## src/rtl/trig_buf_pkg.sv

```systemverilog
// rtl/trig_buf_pkg.sv - shared defaults, FSM encoding and clog2 helper for the trigger buffer manager
package trig_buf_pkg;

    localparam int DEF_NUM_SRC   = 4;
    localparam int DEF_NUM_BUF   = 4;
    localparam int DEF_HOLDOFF_W = 8;
    localparam int DEF_LOST_W    = 16;

    localparam logic [0:0] ST_IDLE    = 1'b0;
    localparam logic [0:0] ST_HOLDOFF = 1'b1;

    function automatic int clog2(input int value);
        int result;
        result = 0;
        for (int i = 0; i < 31; i++) begin
            if ((1 << i) < value) result = i + 1;
        end
        return result;
    endfunction

endpackage

```

## src/rtl/trig_edge_prescaler.sv

```systemverilog
// rtl/trig_edge_prescaler.sv - per-source rising-edge detect and mask, optional prescale under TRIG_BUF_PRESCALE_EN
module trig_edge_prescaler
    import trig_buf_pkg::*;
(
    input  logic       clk250_i,
    input  logic       rst_n_i,
    input  logic       trig_i,
    input  logic       mask_i,
`ifdef TRIG_BUF_PRESCALE_EN
    input  logic [7:0] prescale_i,
`endif
    output logic       edge_o
);

    logic trig_q;
    logic qual_edge;

    // Previous trigger level, used for rising-edge detection.
    always_ff @(posedge clk250_i or negedge rst_n_i) begin
        if (!rst_n_i) trig_q <= 1'b0;
        else          trig_q <= trig_i;
    end

    assign qual_edge = trig_i & ~trig_q & mask_i;

`ifdef TRIG_BUF_PRESCALE_EN
    logic [7:0] cnt_q;
    logic [7:0] cnt_d;
    logic       pass;

    // Swallow prescale_i qualified edges, pass the next one; masking restarts the count.
    always_comb begin
        pass  = 1'b0;
        cnt_d = cnt_q;
        if (!mask_i) begin
            cnt_d = '0;
        end else if (qual_edge) begin
            if (cnt_q == prescale_i) begin
                pass  = 1'b1;
                cnt_d = '0;
            end else begin
                cnt_d = cnt_q + 8'd1;
            end
        end
    end

    // Prescale edge counter.
    always_ff @(posedge clk250_i or negedge rst_n_i) begin
        if (!rst_n_i) cnt_q <= '0;
        else          cnt_q <= cnt_d;
    end

    assign edge_o = pass;
`else
    assign edge_o = qual_edge;
`endif

endmodule

```

## src/rtl/trig_buffer_manager.sv

```systemverilog
// rtl/trig_buffer_manager.sv - in-order trigger buffer allocator with holdoff and lost counting; TRIG_BUF_PRESCALE_EN adds prescale_i
module trig_buffer_manager
    import trig_buf_pkg::*;
#(
    parameter  int NUM_SRC   = DEF_NUM_SRC,
    parameter  int NUM_BUF   = DEF_NUM_BUF,
    parameter  int HOLDOFF_W = DEF_HOLDOFF_W,
    parameter  int LOST_W    = DEF_LOST_W,
    localparam int BUF_W     = clog2(NUM_BUF)
) (
    input  logic                 clk250_i,
    input  logic                 rst_n_i,
    input  logic [NUM_SRC-1:0]   trig_i,
    input  logic [NUM_SRC-1:0]   src_mask_i,
    input  logic [HOLDOFF_W-1:0] holdoff_i,
    input  logic                 clear_i,
    input  logic [BUF_W-1:0]     clear_buffer_i,
`ifdef TRIG_BUF_PRESCALE_EN
    input  logic [NUM_SRC*8-1:0] prescale_i,
`endif
    output logic                 digitize_o,
    output logic [BUF_W-1:0]     digitize_buffer_o,
    output logic [NUM_SRC-1:0]   digitize_source_o,
    output logic [NUM_BUF-1:0]   hold_o,
    output logic [BUF_W:0]       occupancy_o,
    output logic                 dead_o,
    output logic [LOST_W-1:0]    lost_count_o,
    output logic                 clear_err_o
);

    localparam logic [BUF_W:0] OCC_FULL = (BUF_W+1)'(NUM_BUF);

    logic [NUM_SRC-1:0]   src_edge;
    logic                 any_edge;
    logic                 accept;
    logic                 clr_ok;
    logic [0:0]           state_q, state_d;
    logic [HOLDOFF_W-1:0] hcnt_q, hcnt_d;
    logic [BUF_W-1:0]     wr_ptr_q, rd_ptr_q;
    logic [BUF_W:0]       occ_q, occ_d;
    logic [NUM_BUF-1:0]   hold_q, hold_d;
    logic                 dig_q;
    logic [BUF_W-1:0]     dig_buf_q;
    logic [NUM_SRC-1:0]   dig_src_q;
    logic                 dead_q;
    logic [LOST_W-1:0]    lost_q;
    logic                 clr_err_q;

    for (genvar s = 0; s < NUM_SRC; s++) begin : g_src
        trig_edge_prescaler u_edge (
            .clk250_i   (clk250_i),
            .rst_n_i    (rst_n_i),
            .trig_i     (trig_i[s]),
            .mask_i     (src_mask_i[s]),
`ifdef TRIG_BUF_PRESCALE_EN
            .prescale_i (prescale_i[8*s +: 8]),
`endif
            .edge_o     (src_edge[s])
        );
    end

    assign any_edge = |src_edge;
    assign accept   = any_edge && (state_q == ST_IDLE) && (occ_q < OCC_FULL);
    assign clr_ok   = clear_i && (occ_q != '0) && (clear_buffer_i == rd_ptr_q);

    // Holdoff FSM: an accept with nonzero holdoff blocks exactly holdoff_i cycles.
    always_comb begin
        state_d = state_q;
        hcnt_d  = hcnt_q;
        case (state_q)
            ST_IDLE: begin
                if (accept && (holdoff_i != '0)) begin
                    state_d = ST_HOLDOFF;
                    hcnt_d  = holdoff_i;
                end
            end
            default: begin
                if (hcnt_q == HOLDOFF_W'(1)) state_d = ST_IDLE;
                hcnt_d = hcnt_q - HOLDOFF_W'(1);
            end
        endcase
    end

    // Next occupancy and hold bits; a simultaneous accept and clear touch different buffers.
    always_comb begin
        occ_d  = occ_q;
        hold_d = hold_q;
        if (accept && !clr_ok)      occ_d = occ_q + (BUF_W+1)'(1);
        else if (clr_ok && !accept) occ_d = occ_q - (BUF_W+1)'(1);
        if (clr_ok) hold_d[rd_ptr_q] = 1'b0;
        if (accept) hold_d[wr_ptr_q] = 1'b1;
    end

    // FSM and holdoff counter registers.
    always_ff @(posedge clk250_i or negedge rst_n_i) begin
        if (!rst_n_i) begin
            state_q <= ST_IDLE;
            hcnt_q  <= '0;
        end else begin
            state_q <= state_d;
            hcnt_q  <= hcnt_d;
        end
    end

    // Buffer ring: write/read pointers, occupancy and HOLD bits.
    always_ff @(posedge clk250_i or negedge rst_n_i) begin
        if (!rst_n_i) begin
            wr_ptr_q <= '0;
            rd_ptr_q <= '0;
            occ_q    <= '0;
            hold_q   <= '0;
        end else begin
            if (accept) wr_ptr_q <= wr_ptr_q + BUF_W'(1);
            if (clr_ok) rd_ptr_q <= rd_ptr_q + BUF_W'(1);
            occ_q  <= occ_d;
            hold_q <= hold_d;
        end
    end

    // Digitize command, dead flag, lost counter and sticky clear error.
    always_ff @(posedge clk250_i or negedge rst_n_i) begin
        if (!rst_n_i) begin
            dig_q     <= 1'b0;
            dig_buf_q <= '0;
            dig_src_q <= '0;
            dead_q    <= 1'b0;
            lost_q    <= '0;
            clr_err_q <= 1'b0;
        end else begin
            dig_q <= accept;
            if (accept) begin
                dig_buf_q <= wr_ptr_q;
                dig_src_q <= src_edge;
            end
            dead_q <= (occ_d == OCC_FULL) || (state_d == ST_HOLDOFF);
            if (any_edge && !accept && (lost_q != '1)) lost_q <= lost_q + LOST_W'(1);
            if (clear_i && !clr_ok) clr_err_q <= 1'b1;
        end
    end

    assign digitize_o        = dig_q;
    assign digitize_buffer_o = dig_buf_q;
    assign digitize_source_o = dig_src_q;
    assign hold_o            = hold_q;
    assign occupancy_o       = occ_q;
    assign dead_o            = dead_q;
    assign lost_count_o      = lost_q;
    assign clear_err_o       = clr_err_q;

endmodule

```

## config.mk

```make
export PLATFORM = sky130hd
export DESIGN_NAME = trig_buffer_manager
export DESIGN_NICKNAME = d
export VERILOG_FILES = /design/src/rtl/trig_buf_pkg.sv /design/src/rtl/trig_edge_prescaler.sv /design/src/rtl/trig_buffer_manager.sv
export SDC_FILE = /design/constraint.sdc
export NUM_CORES = 1
export LEC_CHECK = 0
export ABC_AREA = 1
export CORE_AREA = 2 2 96 70
export CTS_BUF_LIST = sky130_fd_sc_hd__clkbuf_4 sky130_fd_sc_hd__clkbuf_8 sky130_fd_sc_hd__clkbuf_16
export DETAILED_ROUTE_END_ITERATION = 10
export DIE_AREA = 0 0 98 72
export PLACE_DENSITY = 0.74
export SLEW_MARGIN = 5
export SYNTH_ARGS = -nofsm -noshare
export SYNTH_HDL_FRONTEND = slang
export SYNTH_HIERARCHICAL = 1
export SYNTH_SLANG_ARGS = --single-unit
export TNS_END_PERCENT = 5
```

## constraint.sdc

```tcl
create_clock -name clk250_i -period 2.7 [get_ports clk250_i]
set_input_delay 0.675 -clock clk250_i [delete_from_list [all_inputs] [get_ports clk250_i]]
set_output_delay 0.675 -clock clk250_i [all_outputs]
set_load 0.005 [all_outputs]
```

==> metrics, run 1 <==
status complete, no violations; CTS tree done; Mapped Area 2660 µm²; Area Overhead vs Synth 25.7%; ant diodes 0; Congestion Overflow GR 0; via-per-instance ratio between 4 and 5; Max FO, Critical Path 18; All-Layer GR Usage between 10% and 20%; final setup TNS 0 ns; Final Cycle Share about 80%; clock-pin slew on the worst setup and hold paths approximately 0.090 ns; DR vias 2,211; layout cell share with drive strength beyond 1 between 10% and 20%; CTS Sinks 49; largest net degree at the start of global routing 24; leak pwr about 1.6 nW; Post-CTS Setup Inserts 0; WL/cell between 10 and 15 µm; cell mode on critical path nand2_1; crit path capture type register; Clock Tree Buf Depth 2; Syn Nets 348; syn_area_per_cell 8.48 µm²; WL final around 5.7 mm; Tightest Hold Check Type input port to asynchronous set/reset pin; Yosys Warn Count 6; Placer Congestion about 0.91; fmax 460 MHz; CTS Buf Count 5; Starting Density 43.6%; drt first-iter violations 140; WP buf/inv 3; Mapped Cells about 310; final setup violating endpoints 0; CP arrival 2.38 ns; max cap viols 0; fin crit period between 2 and 2.5 ns; post-CTS resize count 0; Port Buffer Count 52; clk root buf clkbuf_8; Placement Rows 24; Seq/Total Area, Yosys a little under half; fill cell count approximately 560; Layout Nets 406; Final Max Tran Viols 0; worst slew pin tran approximately 0.56 ns; DRT antenna net count 0; R2R depth 10; Core Region 6100 µm²; Final Skew between 0.004 and 0.005 ns; WP depth 12; CP Class input port to register; Chip Height between 70 and 80 µm; power after layout a little under 3 mW; Req. time, crit path a little under 3 ns; die area just over 7000 µm²; Crit path max-delay family simple AND/OR/NAND/NOR gates; Synth Register Bits roughly 50; htree depth 2; drt first pass iters 4; critical-path cell list clkdlybuf4s50_1 -> nand2_1 -> nor2_2 -> nor2_1 -> nand2_2 -> nand3_4 -> nand2_1 -> clkinv_1 -> nand2_4 -> inv_2 -> nand3_1 -> nand2_1; Slowest cell on crit path clkdlybuf4s50_1; final hold violation count 0; startpoint types input port; Pwr Density 871 nW/µm²; RSZ-0062 raised after global routing false; relative slew slack between 60% and 70%; Max VDD drop between 0.0003 and 0.0004 V; Hold Buf Count CTS 0; first-pass GRT wire length 9.53 mm; CP peak stage delay about 0.48 ns; clk_lat worst skew 0.30 ns; vias in the first global route between 2,000 and 2,500; Yosys cell types 35; DRC 0; Die Wd approximately 98 µm; initial antenna violation count 0; Post-DP HPWL ~4.4 mm; Top-Level Pins 53
## worst paths after layout
kind                            slack [ns]      startpoint                to
worst max register to register        1.03  occupancy_o[0]            dead_o
worst min register to register        0.49     clear_err_o       clear_err_o
max in group asynchronous             1.72         rst_n_i  lost_count_o[11]
min in group clk250_i                 0.49     clear_err_o       clear_err_o
worst max-delay path                  0.53       trig_i[2]   lost_count_o[9]
worst min-delay path                  0.35         rst_n_i           state_q
## synthesized netlist by cell type
master	instances	area, µm²
nand3_4	1	17.5
o221ai_1	1	8.76
clkinv_1	1	3.75
a22o_1	4	35.0
nor4_1	1	6.26
xor2_2	1	16.3
nand2_4	1	11.3
nand2_1	86	323
xor2_1	11	96.3
a21oi_1	7	35.0
inv_2	8	30.0
inv_1	31	116
o21ai_1	5	25.0
nor3_4	1	16.3
buf_6	2	22.5
ha_1	14	175
o211ai_1	2	15.0
dfrtp_1	49	1230
nand3_1	14	70.1
o21bai_1	1	7.51
xnor2_1	2	17.5
nand4_2	1	12.5
nand2_2	3	18.8
inv_6	1	8.76
nor2_2	6	37.5
nor3_1	4	20.0
nor2_1	29	109
buf_8	1	15.0
nand4_1	5	31.3
buf_2	1	5.00
nor2_4	1	11.3
nand3_2	1	10.0
o21ai_0	13	65.1
o22ai_1	1	6.26
nor3_2	3	30.0
## final cells by class
| class | instances | area (µm²) | share of cell area, % |
|---|---|---|---|
| inverter | 41 | 159 | 4.76 |
| multi-input combinational | 219 | 1230 | 36.8 |
| tap | 78 | 97.6 | 2.92 |
| timing repair buffer | 55 | 538 | 16.1 |
| clock buffer | 7 | 90.1 | 2.70 |
| sequential | 49 | 1230 | 36.7 |
## cell families (layout without fill, tap and decap cells)
family          after synthesis  in the layout  synth area share [%]
compound gates               34             34                  7.45
xor+xnor                     14             14                  4.90
fa+ha+maj                    14             14                  6.60
buf+inv                      45            103                  7.59
flops                        49             49                  46.2
simple gates                157            157                  27.3
## metrics by stage
step | std cells | area, µm² | setup slack, ns | hold slack, ns | util (%)
finish | 449 | 3340 | 0.526 | 0.353 | 54.8
global route | 449 | 3340 | 0.300 | 0.366 | 54.8
detailed placement | 442 | 3250 | 0.207 | 0.474 | 53.3
global placement | 442 | 3250 | 0.262 | 0.467 | 53.3
floorplan | 313 | 2660 | 1.01 | 0.379 | -
CTS | 449 | 3340 | 0.520 | 0.355 | 54.8
## state kept, by name, indices dropped and copies added (netlist names)
| register | flops |
|---|---|
| state_q | 1 |
| hcnt_q | 8 |
| g_src.u_edge/trig_q | 4 |
| occupancy_o | 3 |
| dead_o | 1 |
| hold_o | 4 |
| digitize_buffer_o | 2 |
| rd_ptr_q | 2 |
| digitize_o | 1 |
| clear_err_o | 1 |
| wr_ptr_q | 2 |
| lost_count_o | 16 |
| digitize_source_o | 4 |
## placed cells by master, fill, tap and decap left out, drive strengths merged
| cell type | synthesis | routed |
|---|---|---|
| a21oi | 7 | 7 |
| a22o | 4 | 4 |
| buf | 4 | 4 |
| clkbuf | 0 | 7 |
| clkdlybuf4s50 | 0 | 51 |
| clkinv | 1 | 1 |
| dfrtp | 49 | 49 |
| ha | 14 | 14 |
| inv | 40 | 40 |
| nand2 | 90 | 90 |
| nand3 | 16 | 16 |
| nand4 | 6 | 6 |
| nor2 | 36 | 36 |
| nor3 | 8 | 8 |
| nor4 | 1 | 1 |
| o211ai | 2 | 2 |
| o21ai | 18 | 18 |
| o21bai | 1 | 1 |
| o221ai | 1 | 1 |
| o22ai | 1 | 1 |
| xnor2 | 2 | 2 |
| xor2 | 12 | 12 |
## power breakdown
part           internal (mW)  total, mW  leakage [nW]  switching (mW)
combinational          0.597       1.21         0.931           0.613
sequential             0.992       1.24         0.603           0.252
clock                  0.214      0.454        0.0477           0.240
total                   1.80       2.91          1.58            1.11
## layer usage
metal / track usage [%] / up-vias / routed length (µm)
li1: - / 1105 / -
met1: 23.9 / 1037 / 2760
met2: 26.0 / 60 / 2490
met3: 3.85 / 9 / 320
met4: 6.02 / 0 / 91
met5: 0 / - / 0
Power figures use the tool's default switching activity.
==> run 2, diff against run 1 <==
- PLACE_DENSITY: 0.74 -> 0.77
- clock period: 2.7 -> 2 ns (I/O delays scaled with it)
==> run 2 against run 1 <==
  * Non-clock buffer count increased by 15
  * Flip-flop and latch count unchanged
  * Sequential power increased by 35%
  * Highest routed layer unchanged
  * Clock power increased by 50%
  * Power increased by 41%
  * Worst hold slack got worse by 0.20 ns
  * Largest cell class unchanged
  * Largest power group is now combinational logic
==> metrics, run 2 (synthesis gave the netlist of run 1 again) <==
Post-CTS Setup Inserts 0; layout cell share with drive strength beyond 1 between 10% and 20%; startpoint types input port; CP peak stage delay 0.48 ns; leak pwr around 1.7 nW; CTS Buf Count 5; Pwr Density between 1000 and 1500 nW/µm²; Final Cycle Share 94.3%; power after layout 4.10 mW; Final WS setup ~0.11 ns; area of the multi-input gates between 1000 and 1500 µm²; Placer Congestion 0.899; register area 1230 µm²; fin util 57.5%; Clock Tree Buf Depth 2; die area roughly 7000 µm²; critical-path cell list clkdlybuf4s50_1 -> nand2_1 -> nor2_2 -> nor2_1 -> nand2_2 -> nand3_4 -> buf_6 -> nor2_4 -> nor2_4 -> a21oi_2 -> o22ai_1; drt first-iter violations 106; most common cell after layout, fill and taps aside nand2_1; final hold violation count 0; drt first pass iters 4; Congestion Overflow GR 0; CTS tree done; via-per-instance ratio a little under 5; Tightest Hold Check Type input port to asynchronous set/reset pin; CTS Sinks approximately 50; post-placement cell area around 3400 µm²; Die Wd slightly below 100 µm; Core Region roughly 6000 µm²; Placement Rows 24; Final Instance Count excl. Fillers roughly 460; status complete, no violations; CP arrival around 2.1 ns; first-pass GRT wire length about 10 mm; crit path capture type register; largest net degree at the start of global routing 32; Area Overhead vs Synth 32.0%; Chip Height 72 µm; Top-Level Pins 53; WL/cell 13.3 µm; Port Buffer Count 52; Final Hold Slack around 0.15 ns; most frequent cells in the layout nand2_1 (86), clkdlybuf4s50_1 (50), dfrtp_1 (49); ant diodes 0; DRT antenna net count 0; final setup violating endpoints 0; DRC 0; Slowest cell on crit path clkdlybuf4s50_1; Final Max Tran Viols 0; htree depth 2; Starting Density around 44%; fmax between 500 and 600 MHz; Final Skew 0.0129 ns; vias in the first global route between 2,000 and 2,500; Max VDD drop a little over 0.0005 V; Crit path max-delay family simple AND/OR/NAND/NOR gates; cell mode on critical path nor2_4; clk root buf clkbuf_8; fill cell count roughly 530; fin crit period between 1.5 and 2 ns; DR vias about 2,300; Post-DP HPWL ~4.8 mm; WP buf/inv 2; Layout Nets ~420; clock-pin slew on the worst setup and hold paths roughly 0.09 ns; placed insts 457; Req. time, crit path between 2 and 2.5 ns; Max FO, Critical Path 5; clk_lat worst skew 0.30 ns; CP Class input port to register; max reg flops 16; max cap viols 0; WL final slightly above 6 mm; relative slew slack approximately two thirds; final setup TNS 0 ns; worst slew pin tran a little over 0.5 ns; initial antenna violation count 0; final instance area around 3500 µm²; dpl ws -0.221 ns; All-Layer GR Usage 18.2%
run 2: changes by cell type in the layout (fill, tap and decap cells not counted), sizes merged:
cell	previous run	this run
buf	4	19
bufinv	0	1
clkbuf	7	5
clkdlybuf4s50	51	50
clkinv	1	2
dlymetal6s2s	0	1
run 2: layer usage:
layer	global-route usage [%]	share of wire [%]	vias to the layer above
met4	3.70	0.57	0
met5	0	0	-
met2	29.1	46	57
met3	3.28	4.6	2
li1	-	-	1136
met1	26.4	49	1062
run 2: worst paths after layout:
path                                 startpoint  slack [ns]  cells after the start                      to
min reg2reg                digitize_source_o[2]        0.49                      2    digitize_source_o[2]
min in group clk250_i                 trig_i[3]        0.34                      1  g_src[3].u_edge/trig_q
max                                   trig_i[1]        0.11                     11               hcnt_q[5]
min                                     rst_n_i        0.15                      1               hold_o[2]
max in group asynchronous               rst_n_i        1.31                      2         lost_count_o[1]
max reg2reg                      occupancy_o[0]        0.37                     12                  dead_o
run 2: worst register-to-register path, stage by stage (launching register included):
cell	delay, ns
dfrtp_1	0.39
inv_1	0.09
ha_1	0.23
nand2_1	0.08
nand2_1	0.04
nor2_1	0.19
nand3_2	0.16
nand2_1	0.09
nand2_1	0.06
nand2_2	0.06
inv_2	0.03
nand3_1	0.05
nand2_1	0.05
run 2: power breakdown:
| group | switching [mW] | internal (mW) | leakage (nW) | total, mW |
|---|---|---|---|---|
| logic | 0.861 | 0.875 | 1.02 | 1.74 |
| registers | 0.344 | 1.34 | 0.603 | 1.68 |
| clock network | 0.318 | 0.364 | 0.0540 | 0.682 |
run 2: final cells by class:
type / instances / share of cell area, %
Sequential cell: 49 / 35.0
Inverter: 41 / 4.53
Clock buffer: 5 / 1.96
Tap cell: 78 / 2.78
Multi-Input combinational cell: 219 / 35.3
Timing Repair Buffer: 70 / 19.5
Clock inverter: 2 / 1.00
run 2: repair_timing:
action	CTS	global route
hold buffers	0	0
gates resized for setup	0	5
endpoints found under the setup margin	0	2
==> run 3, diff against run 2 <==
- CORE_AREA: 2 2 96 70 -> 2 2 89 65
- DIE_AREA: 0 0 98 72 -> 0 0 91 67
- PLACE_DENSITY: 0.77 -> 0.84
- clock period: 2 -> 1.95 ns (I/O delays scaled with it)
==> run 3 against run 2 <==
  * Clock power rose by 8.8%
  * Combinational power barely moved
  * Global-route usage rose by 2.9 points
  * Critical path depth fell by 10
  * Sequential share of layout area barely moved
  * Register-to-register slack got worse by 0.12 ns
  * Routed wire length fell by 4.2%
  * Count of clock-buffer cells in the layout rose by 1
  * Non-clock buffer count did not move
  * Worst hold slack got worse by 0.018 ns
  * Clock skew rose by 0.0011 ns
  * Critical path type is now register to primary output
  * Sequential power rose by 3%
==> metrics, run 3 (synthesis gave the netlist of run 1 again) <==
status complete, no violations; largest net degree at the start of global routing 22; Max FO, Critical Path 6; All-Layer GR Usage 21.2%; Req. time, crit path between 1 and 1.5 ns; die area ~6100 µm²; max reg flops 16; leak pwr roughly 1.7 nW; Placer Congestion roughly 0.87; clock-pin slew on the worst setup and hold paths 0.10 ns; DR vias around 2,300; Crit path max-delay family buffers and inverters; most common cell after layout, fill and taps aside nand2_1; relative slew slack between 60% and 70%; final setup TNS 0 ns; Congestion Overflow GR 0; CP arrival approximately 1.4 ns; WP buf/inv 1; fmax roughly 540 MHz; WL final roughly 5.9 mm; initial antenna violation count 0; clk root buf clkbuf_8; Final Cycle Share about 94%; Port Buffer Count 52; power after layout around 4.2 mW; htree depth 2; Area Overhead vs Synth 31.9%; RSZ-0062 raised after global routing true; Pwr Density between 1000 and 1500 nW/µm²; layout cell share with drive strength beyond 1 14.9%; Layout Nets around 420; CP Class register to primary output; vias in the first global route around 2,200; ant diodes 0; CTS tree done; Slowest cell on crit path clkdlybuf4s50_1; fin util between 60% and 70%; Core Region 5170 µm²; Max VDD drop just under 0.0008 V; dpl ws -0.208 ns; fin crit period 1.84 ns; final setup violating endpoints 0; Die Wd roughly 90 µm; drt first pass iters 4; CTS Sinks between 40 and 50; CP peak stage delay approximately 0.56 ns; startpoint types register; max cap viols 0; worst slew pin tran slightly above 0.5 ns; Clock Tree Buf Depth 2; drt first-iter violations between 100 and 150; CTS Buf Count 5; Starting Density 51.3%; Final Max Tran Viols 0; fill cell count around 440; most frequent cells in the layout nand2_1 (86), clkdlybuf4s50_1 (51), dfrtp_1 (49); DRT antenna net count 0; Tightest Hold Check Type input port to asynchronous set/reset pin; clk_lat worst skew roughly 0.30 ns; crit path capture type primary output; Post-DP HPWL 4.63 mm; final hold violation count 0; Final Skew approximately 0.014 ns; via-per-instance ratio around 5.0; Top-Level Pins 53; Placement Rows 22; Chip Height roughly 67 µm; critical-path cell list clkdlybuf4s50_1; first-pass GRT wire length approximately 10 mm; Final WS setup 0.113 ns; DRC 0; WL/cell about 13 µm
-- run 3: cell types whose count changed in the layout (fill, tap and decap cells not counted), sizes merged --
cell,change
clkdlybuf4s50,+1
nand2,+1
dlymetal6s2s,-1
inv,+1
clkinv,-1
clkbuf,+1
-- run 3: layer usage --
metal  part of all wire, %  vias up  global-route usage [%]
li1                      -     1148                       -
met3                   5.2        5                    5.66
met4                  0.89        0                    6.63
met5                     0        -                       0
met2                    46       65                    33.3
met1                    48     1075                    28.7
-- run 3: layout make-up --
cell class	count	area [µm²]	area share, %
multi-input combinational	220	1240	35.3
sequential	49	1230	35.0
timing repair buffer	70	676	19.3
inverter	41	159	4.54
tap	72	90.1	2.57
clock buffer	6	76.3	2.18
clock inverter	2	38.8	1.11
-- run 3: worst paths after layout --
check | start | to | slack [ns] | depth (start not counted)
worst min register to register | digitize_buffer_o[1] | digitize_buffer_o[1] | 0.49 | 2
worst max register to register | occupancy_o[0] | dead_o | 0.25 | 10
worst min-delay path | rst_n_i | lost_count_o[1] | 0.13 | 1
min in group clk250_i | digitize_buffer_o[1] | digitize_buffer_o[1] | 0.49 | 2
worst max-delay path | lost_count_o[11] | lost_count_o[11] | 0.11 | 1
max in group asynchronous | rst_n_i | digitize_o | 1.27 | 2
-- run 3: what timing repair did --
action / 4_1_cts / 5_1_grt
setup endpoints to repair: 0 / 17
resized for setup: 0 / 3
setup buffers: 0 / 1
hold buffers: 0 / 0
-- run 3: report_power, final --
group          switching, mW  internal [mW]  total, mW
logic                  0.872          0.883       1.75
registers              0.354           1.37       1.73
clock network          0.343          0.399      0.742
total                   1.57           2.65       4.22
-- run 3: stage by stage --
stage               hold slack [ns]  instance area (µm²)  cells
floorplan                     0.192                 2660    313
global placement              0.463                 3370    450
detailed placement            0.475                 3370    450
CTS                           0.141                 3490    458
global route                  0.166                 3500    460
finish                        0.135                 3500    460
